===== config.mk =====
export PLATFORM = sky130hd
export DESIGN_NAME = wav_dfi_lp_ctrl
export DESIGN_NICKNAME = d
export VERILOG_FILES = /design/src/rtl/wav_dfi_lp_pkg.sv /design/src/rtl/wav_dfi_lp_chan.sv /design/src/rtl/wav_dfi_lp_ctrl.sv
export SDC_FILE = /design/constraint.sdc
export NUM_CORES = 1
export LEC_CHECK = 0
export CORE_ASPECT_RATIO = 2
export CORE_MARGIN = 1.5
export CORE_UTILIZATION = 48
export DETAILED_ROUTE_END_ITERATION = 16
export PLACE_DENSITY = 0.77
export SLEW_MARGIN = 20
export SYNTH_ARGS = -nofsm -noshare
export SYNTH_HDL_FRONTEND = slang
export SYNTH_SLANG_ARGS = --single-unit

===== constraint.sdc =====
create_clock -name clock -period 1.6 [get_ports clock]
set_clock_uncertainty 0.05 [all_clocks]
set_input_delay 0.48 -clock clock [delete_from_list [all_inputs] [get_ports clock]]
set_output_delay 0.48 -clock clock [all_outputs]
set_load 0.01 [all_outputs]

===== src/rtl/wav_dfi_lp_pkg.sv =====
// Shared types and default timing for the DFI low-power handshake engine.
package wav_dfi_lp_pkg;

  // Per-channel handshake state.
  typedef enum logic [2:0] {
    IDLE   = 3'd0,
    REQ    = 3'd1,
    ACTIVE = 3'd2,
    EXIT   = 3'd3,
    ABORT  = 3'd4
  } lp_state_e;

  // Default timing constants, in DFI clock cycles.
  localparam int TLP_RESP_DEF     = 8;
  localparam int EXIT_TIMEOUT_DEF = 16;
  localparam int HOLDOFF_DEF      = 4;
  localparam int WAKEUP_W_DEF     = 6;

  // Width of the shared per-channel counter: it must hold the largest of the three limits.
  function automatic int lp_cnt_w(input int tlp, input int exit_to, input int holdoff);
    int m;
    m = tlp;
    if (exit_to > m) m = exit_to;
    if (holdoff > m) m = holdoff;
    return (m < 1) ? 1 : $clog2(m + 1);
  endfunction

endpackage


===== src/rtl/wav_dfi_lp_chan.sv =====
// One DFI low-power channel: turns a level host request into a legal req/ack handshake.
//
// Handshake: req_o is raised only from IDLE with ack_i low. Once req_o is high it stays high
// until the PHY acks (low power entered), the host withdraws, or TLP_RESP cycles pass without
// ack (abort). After req_o falls, the channel waits for ack_i to fall before it may request
// again. An ack seen while no request is outstanding is a protocol error.
module wav_dfi_lp_chan
  import wav_dfi_lp_pkg::*;
#(
  parameter int TLP_RESP     = TLP_RESP_DEF,
  parameter int EXIT_TIMEOUT = EXIT_TIMEOUT_DEF,
  parameter int HOLDOFF      = HOLDOFF_DEF,
  parameter int WAKEUP_W     = WAKEUP_W_DEF
) (
  input  logic                clk_i,
  input  logic                rst_i,
  input  logic                host_req_i,
  input  logic [WAKEUP_W-1:0] host_wakeup_i,
  input  logic                gate_i,
  input  logic                init_start_i,
  input  logic                ack_i,
  output logic                req_o,
  output logic [WAKEUP_W-1:0] wakeup_o,
  output logic                lp_active_o,
  output logic                denied_o,
  output logic                perr_o,
  output lp_state_e           state_o
);

  localparam int CNT_W = lp_cnt_w(TLP_RESP, EXIT_TIMEOUT, HOLDOFF);

  // REQ: last unacked cycle allowed; EXIT: ack-high cycles tolerated; ABORT: idle cycles reloaded.
  localparam logic [CNT_W-1:0] TLP_LAST = CNT_W'(TLP_RESP - 1);
  localparam logic [CNT_W-1:0] EXIT_MAX = CNT_W'(EXIT_TIMEOUT);
  localparam logic [CNT_W-1:0] HOLD_LD  = CNT_W'(HOLDOFF);

  lp_state_e           state_q;
  logic [CNT_W-1:0]    cnt_q;
  logic                req_q;
  logic [WAKEUP_W-1:0] wakeup_q;
  logic                lp_active_q;
  logic                denied_q;
  logic                perr_q;

  // Channel FSM; the counter is reused as holdoff (IDLE), response timer (REQ) and exit timer (EXIT).
  always_ff @(posedge clk_i) begin
    if (rst_i) begin
      state_q     <= IDLE;
      cnt_q       <= '0;
      req_q       <= 1'b0;
      wakeup_q    <= '0;
      lp_active_q <= 1'b0;
      denied_q    <= 1'b0;
      perr_q      <= 1'b0;
    end else begin
      denied_q <= 1'b0;
      unique case (state_q)
        IDLE: begin
          if (cnt_q != '0) cnt_q <= cnt_q - 1'b1;
          if (ack_i) begin
            // Ack with no request outstanding: flag it and hold off until it drops.
            perr_q <= 1'b1;
          end else if (host_req_i && !init_start_i && !gate_i && (cnt_q == '0)) begin
            state_q  <= REQ;
            req_q    <= 1'b1;
            wakeup_q <= host_wakeup_i;
            cnt_q    <= '0;
          end
        end
        REQ: begin
          if (ack_i) begin
            // Ack wins even on the final allowed cycle.
            state_q     <= ACTIVE;
            lp_active_q <= 1'b1;
          end else if (!host_req_i) begin
            state_q <= EXIT;
            req_q   <= 1'b0;
            cnt_q   <= '0;
          end else if (cnt_q == TLP_LAST) begin
            state_q  <= ABORT;
            req_q    <= 1'b0;
            denied_q <= 1'b1;
            cnt_q    <= '0;
          end else begin
            cnt_q <= cnt_q + 1'b1;
          end
        end
        ACTIVE: begin
          if (!host_req_i || !ack_i) begin
            // Ack dropping while req is still high is a PHY protocol violation.
            if (!ack_i) perr_q <= 1'b1;
            state_q     <= EXIT;
            req_q       <= 1'b0;
            lp_active_q <= 1'b0;
            cnt_q       <= '0;
          end
        end
        EXIT: begin
          if (!ack_i) begin
            state_q <= IDLE;
            cnt_q   <= '0;
          end else if (cnt_q == EXIT_MAX) begin
            // Counter saturates here; error stays set while we keep waiting.
            perr_q <= 1'b1;
          end else begin
            cnt_q <= cnt_q + 1'b1;
          end
        end
        ABORT: begin
          if (ack_i) begin
            // Late ack after the abort: release it like a normal exit, no error.
            state_q <= EXIT;
            cnt_q   <= '0;
          end else begin
            state_q <= IDLE;
            cnt_q   <= HOLD_LD;
          end
        end
        default: begin
          state_q     <= IDLE;
          cnt_q       <= '0;
          req_q       <= 1'b0;
          lp_active_q <= 1'b0;
        end
      endcase
    end
  end

  assign req_o       = req_q;
  assign wakeup_o    = wakeup_q;
  assign lp_active_o = lp_active_q;
  assign denied_o    = denied_q;
  assign perr_o      = perr_q;
  assign state_o     = state_q;

endmodule


===== src/rtl/wav_dfi_lp_ctrl.sv =====
// MC-side DFI low-power handshake engine: independent ctrl and data channels toward the PHY.
module wav_dfi_lp_ctrl
  import wav_dfi_lp_pkg::*;
#(
  parameter int TLP_RESP     = TLP_RESP_DEF,
  parameter int EXIT_TIMEOUT = EXIT_TIMEOUT_DEF,
  parameter int HOLDOFF      = HOLDOFF_DEF,
  parameter int WAKEUP_W     = WAKEUP_W_DEF
) (
  input  logic                clock,
  input  logic                reset,
  input  logic                host_ctrl_req,
  input  logic [WAKEUP_W-1:0] host_ctrl_wakeup,
  input  logic                host_data_req,
  input  logic [WAKEUP_W-1:0] host_data_wakeup,
  input  logic                cmd_busy,
  input  logic                rw_busy,
  input  logic                init_start,
  input  logic                dfi_lp_ctrl_ack,
  input  logic                dfi_lp_data_ack,
  output logic                dfi_lp_ctrl_req,
  output logic [WAKEUP_W-1:0] dfi_lp_ctrl_wakeup,
  output logic                dfi_lp_data_req,
  output logic [WAKEUP_W-1:0] dfi_lp_data_wakeup,
  output logic                ctrl_lp_active,
  output logic                data_lp_active,
  output logic                ctrl_denied,
  output logic                data_denied,
  output logic [1:0]          proto_err,
  output lp_state_e           ctrl_state_o,
  output lp_state_e           data_state_o
);

  logic ctrl_perr;
  logic data_perr;

  // Ctrl channel is blocked from entry while any command address phase is active.
  wav_dfi_lp_chan #(
    .TLP_RESP     (TLP_RESP),
    .EXIT_TIMEOUT (EXIT_TIMEOUT),
    .HOLDOFF      (HOLDOFF),
    .WAKEUP_W     (WAKEUP_W)
  ) u_ctrl (
    .clk_i         (clock),
    .rst_i         (reset),
    .host_req_i    (host_ctrl_req),
    .host_wakeup_i (host_ctrl_wakeup),
    .gate_i        (cmd_busy),
    .init_start_i  (init_start),
    .ack_i         (dfi_lp_ctrl_ack),
    .req_o         (dfi_lp_ctrl_req),
    .wakeup_o      (dfi_lp_ctrl_wakeup),
    .lp_active_o   (ctrl_lp_active),
    .denied_o      (ctrl_denied),
    .perr_o        (ctrl_perr),
    .state_o       (ctrl_state_o)
  );

  // Data channel is blocked from entry while any read/write data phase is active.
  wav_dfi_lp_chan #(
    .TLP_RESP     (TLP_RESP),
    .EXIT_TIMEOUT (EXIT_TIMEOUT),
    .HOLDOFF      (HOLDOFF),
    .WAKEUP_W     (WAKEUP_W)
  ) u_data (
    .clk_i         (clock),
    .rst_i         (reset),
    .host_req_i    (host_data_req),
    .host_wakeup_i (host_data_wakeup),
    .gate_i        (rw_busy),
    .init_start_i  (init_start),
    .ack_i         (dfi_lp_data_ack),
    .req_o         (dfi_lp_data_req),
    .wakeup_o      (dfi_lp_data_wakeup),
    .lp_active_o   (data_lp_active),
    .denied_o      (data_denied),
    .perr_o        (data_perr),
    .state_o       (data_state_o)
  );

  assign proto_err = {data_perr, ctrl_perr};

endmodule


==> results of run 1 <==
-- power by group --
group          internal, mW  switching, mW  total (mW)
combinational          1.46           1.30        2.76
clock                 0.461          0.361       0.822
sequential             1.05          0.162        1.21
-- through the flow --
stage / power [mW] / utilization [%] / TNS (ns)
CTS: 4.42 / 70.5 / -0.0304
finish: 4.79 / 74.4 / -0.0556
global placement: 3.33 / 66.0 / -16.16
floorplan: 2.60 / - / -0.0606
detailed placement: 3.39 / 66.0 / -16.73
global route: 5.06 / 74.4 / -0.548
-- final cells by class --
class	instances	area [sq um]	share of cell area (%)
Multi-Input combinational cell	216	1870	49.3
Timing Repair Buffer	116	952	25.1
Tap cell	58	72.6	1.92
Clock buffer	5	68.8	1.82
Clock inverter	3	42.5	1.12
Sequential cell	36	744	19.6
Inverter	11	41.3	1.09
-- registers in the layout, indices dropped and copies added, names as in the netlist --
name and flops:
u_ctrl.cnt_q 5, u_ctrl.denied_o 1, u_ctrl.lp_active_o 1, u_ctrl.perr_o 1, u_ctrl.req_o 1, u_ctrl.state_o 3, u_ctrl.wakeup_o 6, u_data.cnt_q 5
u_data.denied_o 1, u_data.lp_active_o 1, u_data.perr_o 1, u_data.req_o 1, u_data.state_o 3, u_data.wakeup_o 6
-- routing by layer --
metal	part of all wire, %	routed length (um)
met1	41	2980
met2	53	3870
met3	4.2	305
met4	1.8	134
met5	0	0
-- placed cells by master, fill, tap and decap left out, types with 3 or more instances in the layout --
cell type,netlist,routed
nor4b_4,2,6
dfxtp_2,0,7
inv_1,11,7
dfxtp_4,0,4
nand4_1,3,3
o21ai_1,2,3
mux2i_1,14,12
nor3_1,16,14
clkbuf_8,0,5
nand3_1,12,12
and2_1,5,3
o21ai_0,5,3
dlygate4sd2_1,0,26
a211o_1,3,3
o22ai_1,3,3
buf_4,4,67
inv_2,0,4
a21o_1,6,6
xnor2_1,3,3
a21oi_1,11,10
clkdlybuf4s50_1,0,12
nand2b_1,12,11
a22oi_1,3,3
nand2_1,9,9
clkbuf_2,0,5
a31oi_1,3,3
dfxtp_1,36,25
or3b_4,0,3
nor2_1,30,30
-- tightest hold or removal path: stages (launching register included) --
cell and delay, ns:
dfxtp_1 0.32, inv_1 0.06, a221oi_2 0.05
-- cells by family (layout without fill, tap and decap cells) --
| group | after synthesis | count (layout) | synth area share [%] |
|---|---|---|---|
| fa+ha+maj | 4 | 4 | 1.98 |
| mux | 15 | 15 | 6.00 |
| buf+inv | 37 | 135 | 8.32 |
| flops | 36 | 36 | 28.5 |
| compound gates | 66 | 66 | 21.1 |
| simple gates | 126 | 126 | 32.4 |
| xor+xnor | 5 | 5 | 1.73 |
-- how the worst max path moves through the flow --
stage               startpoint                 to  slack, ns  cells after the start
2_1_floorplan  dfi_lp_data_ack    u_data.cnt_q[1]      -0.06                      5
3_3_place_gp   dfi_lp_ctrl_ack    u_ctrl.denied_o      -0.59                      5
3_5_place_dp   dfi_lp_data_ack    u_data.cnt_q[1]      -0.57                      5
4_1_cts        u_ctrl.cnt_q[0]    u_ctrl.cnt_q[2]      -0.02                      9
5_1_grt        u_ctrl.cnt_q[0]  u_ctrl.state_o[2]      -0.09                      7
6_report       u_ctrl.cnt_q[2]       u_ctrl.req_o      -0.02                      6
-- repair_timing --
| item | 4_1_cts | 5_1_grt |
|---|---|---|
| buffers inserted | 9 | 6 |
| endpoints found under the setup margin | 60 | 25 |
| cloned | 0 | 0 |
| pin swaps | 9 | 17 |
| gates resized for setup | 64 | 49 |
==> results.sh, run 1 <==
export IMPL_die_y_um=106
export IMPL_drt_first_pass_iters=4
export IMPL_fin_crit_ns=1.62
export IMPL_syn_area_per_cell_sq_um=8.74
export IMPL_io_pin_count=47
export IMPL_r2r_start="u_ctrl.cnt_q[2]"
export IMPL_crit_slowest_cell="dfxtp_4"
export IMPL_vias=2628
export IMPL_rows=37
export IMPL_htreeDepth=2
export IMPL_rsz0062_at_grt="yes"
export IMPL_cts_root_buffer="clkbuf_8"
export IMPL_layout_drive_gt1_share_pct=38.2
export IMPL_synth_cell_types=71
export IMPL_grtUsageMet2_pct=42.5
export IMPL_syn_nets=314
export IMPL_violations="setup timing"
export IMPL_hold_path_depth=2
export IMPL_place_area_sq_um=3360
export IMPL_synth_flop_cell="dfxtp_1"
export IMPL_worstSetupPathType="reg -> reg"
export IMPL_async_reset_ff_share_pct=0
export IMPL_die_area_sq_um=5730
export IMPL_grt_overflow=0
export IMPL_use_met1_pct=29.9
export IMPL_fillers=353
export IMPL_max_slew_margin_rel_pct=66.7
export IMPL_dp_cells=425
export IMPL_timing_fmax_mhz=618
export IMPL_core_area_sq_um=5090
export IMPL_hold_start="u_ctrl.req_o"
export IMPL_layoutNonFillerInstCount=445
export IMPL_use_met3_pct=3.68
export IMPL_cap_violations=0
export IMPL_cpPeakStageDelay_ns=0.37
export IMPL_grt_pass1_wl_mm=11.1
export IMPL_syn_to_final_growth_pct=50.0
export IMPL_pwr_density_cell_nw_per_um2=1260
export IMPL_drc=0
export IMPL_drt_iter0_drc=110
export IMPL_synth_top_area_share_pct=28.5
export IMPL_cts_sinks=36
export IMPL_insertion_delay_ns=0.30
export IMPL_busiest_layer="met2"
export IMPL_worst_ep_arrival_time_ns=1.79
export IMPL_cts_buffer_depth=2
export IMPL_start_util_pct=49.6
export IMPL_ys_seq_elements=36
export IMPL_antenna_found_initial=0
export IMPL_cp_top_family="simple AND/OR/NAND/NOR gates"
export IMPL_syn_area_sq_um=2520
export IMPL_leakagePower_nw=1.64
export IMPL_place_hpwl_mm=4.86
export IMPL_synth_area_leaders="dfxtp_1 29%, mux2i_1 5.6%, nor2_1 4.5%, nor3_1 3.2%, nand2b_1 3.0%"
export IMPL_worstReg2RegEnd="u_ctrl.req_o"
export IMPL_ys_warn_count=0
export IMPL_holdWs_ns=0.415
export IMPL_timing_reg2reg_setup_slack_ns=-0.02
export IMPL_die_w_um=54.3
export IMPL_drv_slew=0
export IMPL_tightest_slew_ns=0.495
export IMPL_antenna_left=0
export IMPL_postLayoutCellArea_sq_um=3790
export IMPL_wirelength_mm=7.29
export IMPL_finalSetupViolations=5
export IMPL_hold_end="u_ctrl.req_o"
export IMPL_cp_required_ns=1.77
export IMPL_crit_fanout=6
export IMPL_grt_usage_pct=25.1
export IMPL_numCtsBuffers=5
export IMPL_critPathBufInv=2
export IMPL_crit_path_start_kind="register"
export IMPL_hold_viol=0
export IMPL_hold_path_class="reg -> reg"
export IMPL_synth_cells=289
export IMPL_port_buffers=46
export IMPL_peakVddDrop_v=0.00120
export IMPL_clk_pin_slew_ns=0.09
export IMPL_nNetsFinal=411
export IMPL_routabilityCongestion=0.876
export IMPL_dp_slack_ns=-0.573
export IMPL_yosysSeqAreaShare_pct=28.5
export IMPL_tritoncts="built"
export IMPL_crit_top_cell="buf_4"
export IMPL_first_global_vias=2512
export IMPL_fin_ws_ns=-0.0192
export IMPL_synth_edf_count=0
export IMPL_outcome="finished, violations left"
export IMPL_yosys_area_top_type="dfxtp_1"
export IMPL_synth_common_cells="36 x dfxtp_1, 30 x nor2_1, 16 x nor3_1, 14 x mux2i_1"
export IMPL_finalCritPeriodShare_pct=101
export IMPL_wire_per_inst_um=16.4
export IMPL_cp_cell_sequence="buf_4 -> nor4b_4 -> buf_4 -> and2_4 -> o2111ai_2 -> a221oi_2"
export IMPL_via_per_inst=5.91
export IMPL_insertedDiodeCount=0
export IMPL_synth_most_common_cell="dfxtp_1"
export IMPL_end_kind="register"
export IMPL_r2r_cells=6
export IMPL_grt_max_degree=21
export IMPL_holdBufCountCts=0
(Power assumes the default switching activity.)
==> inputs of run 2 (changes only) <==
CORE_ASPECT_RATIO = default   (was 2)
CORE_UTILIZATION = 53   (was 48)
PLACE_DENSITY = 0.81   (was 0.77)
clock period = 1.5 ns   (was 1.6 ns; I/O delays follow)
==> run 2 against run 1 <==
  * The flow still finishes with violations (setup timing)
  * Non-clock buffer count rose by 3
  * Hold slack improved by 0.021 ns
  * Global-route usage rose by 8.1 points
  * Worst setup slack got worse by 0.14 ns
  * Routed wire length rose by 37%
==> results.sh, run 2 (same netlist as run 1, synthesis figures left out) <==
export IMPL_vias=2951
export IMPL_htreeDepth=2
export IMPL_clk_pin_slew_ns=0.08
export IMPL_postLayoutCellArea_sq_um=3910
export IMPL_io_pin_count=47
export IMPL_grt_max_degree=21
export IMPL_drv_slew=0
export IMPL_first_global_vias=2788
export IMPL_worstSetupPathType="reg -> reg"
export IMPL_insertedDiodeCount=0
export IMPL_cts_sinks=36
export IMPL_nNetsFinal=414
export IMPL_port_buffers=46
export IMPL_hold_path_class="reg -> reg"
export IMPL_fillers=200
export IMPL_antenna_left=0
export IMPL_cap_violations=0
export IMPL_drt_iter0_drc=344
export IMPL_power_total_mw=5.30
export IMPL_grt_pass1_wl_mm=13.3
export IMPL_hold_path_depth=2
export IMPL_wire_per_inst_um=22.5
export IMPL_wirelength_mm=9.96
export IMPL_layout_common_cells="63 x buf_4, 28 x nor2_1, 26 x dfxtp_1, 22 x dlygate4sd2_1"
export IMPL_fin_crit_ns=1.66
export IMPL_numCtsBuffers=5
export IMPL_start_util_pct=56.4
export IMPL_rsz0062_at_grt="yes"
export IMPL_drt_first_pass_iters=5
export IMPL_timing_reg2reg_setup_slack_ns=-0.16
export IMPL_max_slew_margin_rel_pct=73.4
export IMPL_holdWs_ns=0.436
export IMPL_r2r_start="u_data.cnt_q[1]"
export IMPL_end_kind="register"
export IMPL_insertion_delay_ns=0.31
export IMPL_tritoncts="built"
export IMPL_routabilityCongestion=0.936
export IMPL_cts_buffer_depth=2
export IMPL_cts_root_buffer="clkbuf_8"
export IMPL_finalCritPeriodShare_pct=111
export IMPL_core_area_sq_um=4470
export IMPL_fin_ws_ns=-0.160
export IMPL_finalSetupViolations=29
export IMPL_peakVddDrop_v=0.00113
export IMPL_worst_ep_arrival_time_ns=1.82
export IMPL_hold_viol=0
export IMPL_timing_fmax_mhz=602
export IMPL_leakagePower_nw=1.64
export IMPL_die_area_sq_um=5190
export IMPL_hold_start="u_ctrl.req_o"
export IMPL_crit_fanout=5
export IMPL_hold_end="u_ctrl.req_o"
export IMPL_syn_to_final_growth_pct=54.9
export IMPL_tightest_slew_ns=0.395
export IMPL_pwr_density_cell_nw_per_um2=1360
export IMPL_drc=0
export IMPL_worstReg2RegEnd="u_data.cnt_q[0]"
export IMPL_place_hpwl_mm=5.14
export IMPL_cp_required_ns=1.66
export IMPL_grt_usage_pct=33.2
export IMPL_die_y_um=72.0
export IMPL_crit_path_start_kind="register"
export IMPL_r2r_cells=6
export IMPL_fin_util_pct=87.4
export IMPL_antenna_found_initial=0
export IMPL_tns_ns=-2.06
export IMPL_outcome="finished, violations left"
export IMPL_place_area_sq_um=3420
export IMPL_layout_drive_gt1_share_pct=41.8
export IMPL_grt_overflow=0
export IMPL_via_per_inst=6.68
export IMPL_violations="setup timing"
export IMPL_die_w_um=72.0
export IMPL_rows=24
export IMPL_layout_cells_most_common="buf_4"
[run 2: worst max path at each step]
stage	startpoint	end	depth (start not counted)
3_5_place_dp	dfi_lp_data_ack	u_data.cnt_q[1]	5
3_3_place_gp	dfi_lp_data_ack	u_data.cnt_q[1]	5
2_1_floorplan	dfi_lp_data_ack	u_data.cnt_q[1]	5
6_report	u_data.cnt_q[1]	u_data.cnt_q[0]	6
5_1_grt	u_data.cnt_q[0]	u_data.cnt_q[0]	6
4_1_cts	dfi_lp_data_ack	u_data.cnt_q[1]	5
[run 2: metal layers]
metal / wire length [um] / vias up / global-route usage (%)
met4: 488 / 0 / 13.6
met2: 4790 / 227 / 56.9
li1: - / 1266 / -
met3: 974 / 60 / 8.61
met5: 0 / - / 0
met1: 3710 / 1398 / 39.6
[run 2: layout make-up]
cell class                 count  area, sq um  area share, %
clock buffer                   6         72.6           1.86
tap                           52         65.1           1.66
sequential                    36          743           19.0
timing repair buffer         119         1020           26.2
inverter                      11         43.8           1.12
multi-input combinational    216         1940           49.7
clock inverter                 2         16.3          0.416
[run 2: where the power goes]
group          switching (mW)  internal [mW]
registers               0.180           1.12
logic                    1.61           1.65
clock network           0.417          0.331
[run 2: timing repair]
| action | in CTS | in global routing |
|---|---|---|
| gates resized for setup | 88 | 38 |
| pin swaps | 31 | 15 |
| setup endpoints to repair | 61 | 35 |
| hold buffers | 0 | 0 |
| buffers inserted | 10 | 1 |
[run 2: critical path: stages, from the launching register on]
cell and delay, ns:
dfxtp_4 0.39, inv_4 0.05, ha_4 0.16, and4bb_4 0.23, nor4_4 0.30, nor3_4 0.11, o32ai_2 0.28
[run 2: stage by stage]
stage,instances,setup slack [ns]
after floorplan,289,-0.131
after global placement,423,-0.636
after detailed placement,423,-0.712
after CTS,441,-0.159
after global routing,442,-0.223
final,442,-0.160
==> inputs of run 3 (changes only) <==
CORE_MARGIN = 2   (was 1.5)
==> run 3 against run 2 <==
  * The flow still finishes with violations (setup timing)
  * Die area rose by 2.8%
  * Sequential power hardly changed
  * Non-clock buffer count is 34 higher
  * Via count is 17% higher
  * Maximum frequency decreased by 7.2%
  * Sequential share of layout area decreased by 1.8 points
  * Register-to-register slack worse by 0.13 ns
  * Sequential cell count unchanged
  * Power grew 22%
  * Hold slack hardly changed
  * First-iteration DRC count is 49% higher
  * Critical endpoint is now u_data.req_o
  * Largest cell class unchanged
  * Largest power group unchanged
==> results.sh, run 3 (same netlist as run 1, synthesis figures left out) <==
export IMPL_outcome="finished, violations left"
export IMPL_violations="setup timing"
export IMPL_layout_cells_most_common="buf_4"
export IMPL_fin_crit_ns=1.79
export IMPL_use_met3_pct=11.6
export IMPL_cap_violations=0
export IMPL_tightest_slew_ns=0.535
export IMPL_via_per_inst=7.23
export IMPL_cp_required_ns=1.65
export IMPL_wire_per_inst_um=26.9
export IMPL_die_w_um=73.0
export IMPL_die_area_sq_um=5330
export IMPL_syn_to_final_growth_pct=72.7
export IMPL_endpoint="u_data.req_o"
export IMPL_peakVddDrop_v=0.00115
export IMPL_htreeDepth=2
export IMPL_p_sw_share_pct=41.8
export IMPL_clk_pin_slew_ns=0.09
export IMPL_drt_first_pass_iters=5
export IMPL_nNetsFinal=448
export IMPL_insertion_delay_ns=0.32
export IMPL_die_y_um=73.0
export IMPL_crit_slowest_cell="a311oi_1"
export IMPL_leakagePower_nw=1.89
export IMPL_sequentialPowerShare_pct=20.1
export IMPL_r2r_start="u_data.cnt_q[0]"
export IMPL_antenna_left=0
export IMPL_grt_usage_pct=40.8
export IMPL_fillers=128
export IMPL_wirelength_mm=12.9
export IMPL_switching_power_mw=2.71
export IMPL_numCtsBuffers=5
export IMPL_grt_max_degree=17
export IMPL_first_global_vias=3175
export IMPL_cts_buffer_depth=2
export IMPL_critPathBufInv=2
export IMPL_drv_slew=0
export IMPL_worst_ep_arrival_time_ns=1.94
export IMPL_timing_reg2reg_setup_slack_ns=-0.29
export IMPL_timing_fmax_mhz=559
export IMPL_port_buffers=46
export IMPL_cp_depth=7
export IMPL_holdBufCountCts=0
export IMPL_worstReg2RegEnd="u_data.req_o"
export IMPL_layout_drive_gt1_share_pct=52.4
export IMPL_insertedDiodeCount=0
export IMPL_antenna_found_initial=0
export IMPL_io_pin_count=47
export IMPL_pwr_density_cell_nw_per_um2=1490
export IMPL_drc=0
export IMPL_finalSetupViolations=37
export IMPL_p_int_mw=3.77
export IMPL_crit_path_start_kind="register"
export IMPL_place_hpwl_mm=5.23
export IMPL_tns_ns=-5.19
export IMPL_hold_path_class="reg -> reg"
export IMPL_rows=25
export IMPL_startpoint="u_data.cnt_q[0]"
export IMPL_grtUsageMet2_pct=64.5
export IMPL_tritoncts="built"
export IMPL_busiest_layer="met2"
export IMPL_combPwrFrac_pct=65.4
export IMPL_use_met1_pct=49.3
export IMPL_hold_viol=0
export IMPL_clkPwrFrac_pct=14.5
export IMPL_layout_common_cells="85 x buf_4, 26 x dlygate4sd2_1, 25 x nor2_1, 24 x dfxtp_1, 18 x buf_6"
export IMPL_dp_slack_ns=-0.642
export IMPL_fin_ws_ns=-0.289
export IMPL_crit_fanout=3
export IMPL_cp_top_family="compound AO/OA/AOI/OAI gates"
export IMPL_cp_cell_sequence="buf_4 -> ha_4 -> and4bb_4 -> buf_6 -> o21bai_1 -> a311oi_1 -> nor3_1"
export IMPL_rsz0062_at_grt="yes"
export IMPL_grt_overflow=0
export IMPL_start_util_pct=54.2
export IMPL_cts_root_buffer="clkbuf_8"
export IMPL_cpPeakStageDelay_ns=0.40
export IMPL_core_area_sq_um=4660
export IMPL_grt_pass1_wl_mm=16.5
export IMPL_vias=3455
export IMPL_worstSetupPathType="reg -> reg"
export IMPL_cts_sinks=36
export IMPL_fin_util_pct=93.6
export IMPL_max_slew_margin_rel_pct=64.2
export IMPL_finalCritPeriodShare_pct=119
export IMPL_r2r_cells=7
export IMPL_end_kind="register"
export IMPL_routabilityCongestion=0.873
export IMPL_drt_iter0_drc=513
## run 3: changes by cell type in the layout (fill, tap and decap cells not counted), sizes merged
cell           delta
dlygate4sd2       +4
clkdlybuf4s15     -7
buf              +38
clkbuf            -2
bufinv            +1
## run 3: worst register-to-register path, cell delays in order, from the launching register on
cell,delay (ns)
dfxtp_4,0.38
buf_4,0.12
ha_4,0.13
and4bb_4,0.31
buf_6,0.13
o21bai_1,0.08
a311oi_1,0.40
nor3_1,0.08
## run 3: power groups by stage
stage	Sequential [mW]	Combinational, mW	Clock [mW]
3_5_place_dp	1.26	2.57	0
2_1_floorplan	1.23	1.59	0
5_1_grt	1.31	4.35	0.940
4_1_cts	1.26	3.17	0.888
3_3_place_gp	1.25	2.51	0
6_report	1.30	4.24	0.937
## run 3: area by class of cell
| class | count | area (sq um) | share of cell area (%) |
|---|---|---|---|
| clock buffer | 5 | 68.8 | 1.58 |
| clock inverter | 3 | 42.5 | 0.976 |
| inverter | 11 | 48.8 | 1.12 |
| multi-input combinational | 216 | 2070 | 47.5 |
| sequential | 36 | 751 | 17.2 |
| tap | 54 | 67.6 | 1.55 |
| timing repair buffer | 153 | 1310 | 30.1 |
## run 3: worst min path at each step
stage	slack, ns	endpoint	start	depth (start not counted)
6_report	0.44	u_ctrl.req_o	u_ctrl.req_o	2
5_1_grt	0.48	u_ctrl.req_o	u_ctrl.req_o	2
4_1_cts	0.42	u_ctrl.req_o	u_ctrl.req_o	2
3_5_place_dp	0.41	u_ctrl.req_o	u_ctrl.req_o	2
3_3_place_gp	0.40	u_ctrl.req_o	u_ctrl.req_o	2
2_1_floorplan	0.39	u_ctrl.perr_o	u_ctrl.perr_o	2
## run 3: what timing repair did
action                                  CTS  global route
pin swaps                                36            36
cloned                                    1             1
endpoints found under the setup margin   62            36
buffers inserted                         23            14
resized for setup                       114            59
## run 3: stage by stage
step	cell area [sq um]	hold WS, ns	instances	power (mW)
5_1_grt	4360	0.476	478	6.60
3_5_place_dp	3490	0.405	434	3.83
2_1_floorplan	2600	0.388	289	2.82
3_3_place_gp	3490	0.404	434	3.76
4_1_cts	4070	0.420	464	5.32
6_report	4360	0.436	478	6.48
## run 3: per-layer routing
| layer | share of wire, % | up-vias |
|---|---|---|
| li1 | - | 1335 |
| met1 | 34 | 1581 |
| met2 | 45 | 399 |
| met3 | 13 | 140 |
| met4 | 8.4 | 0 |
| met5 | 0 | - |
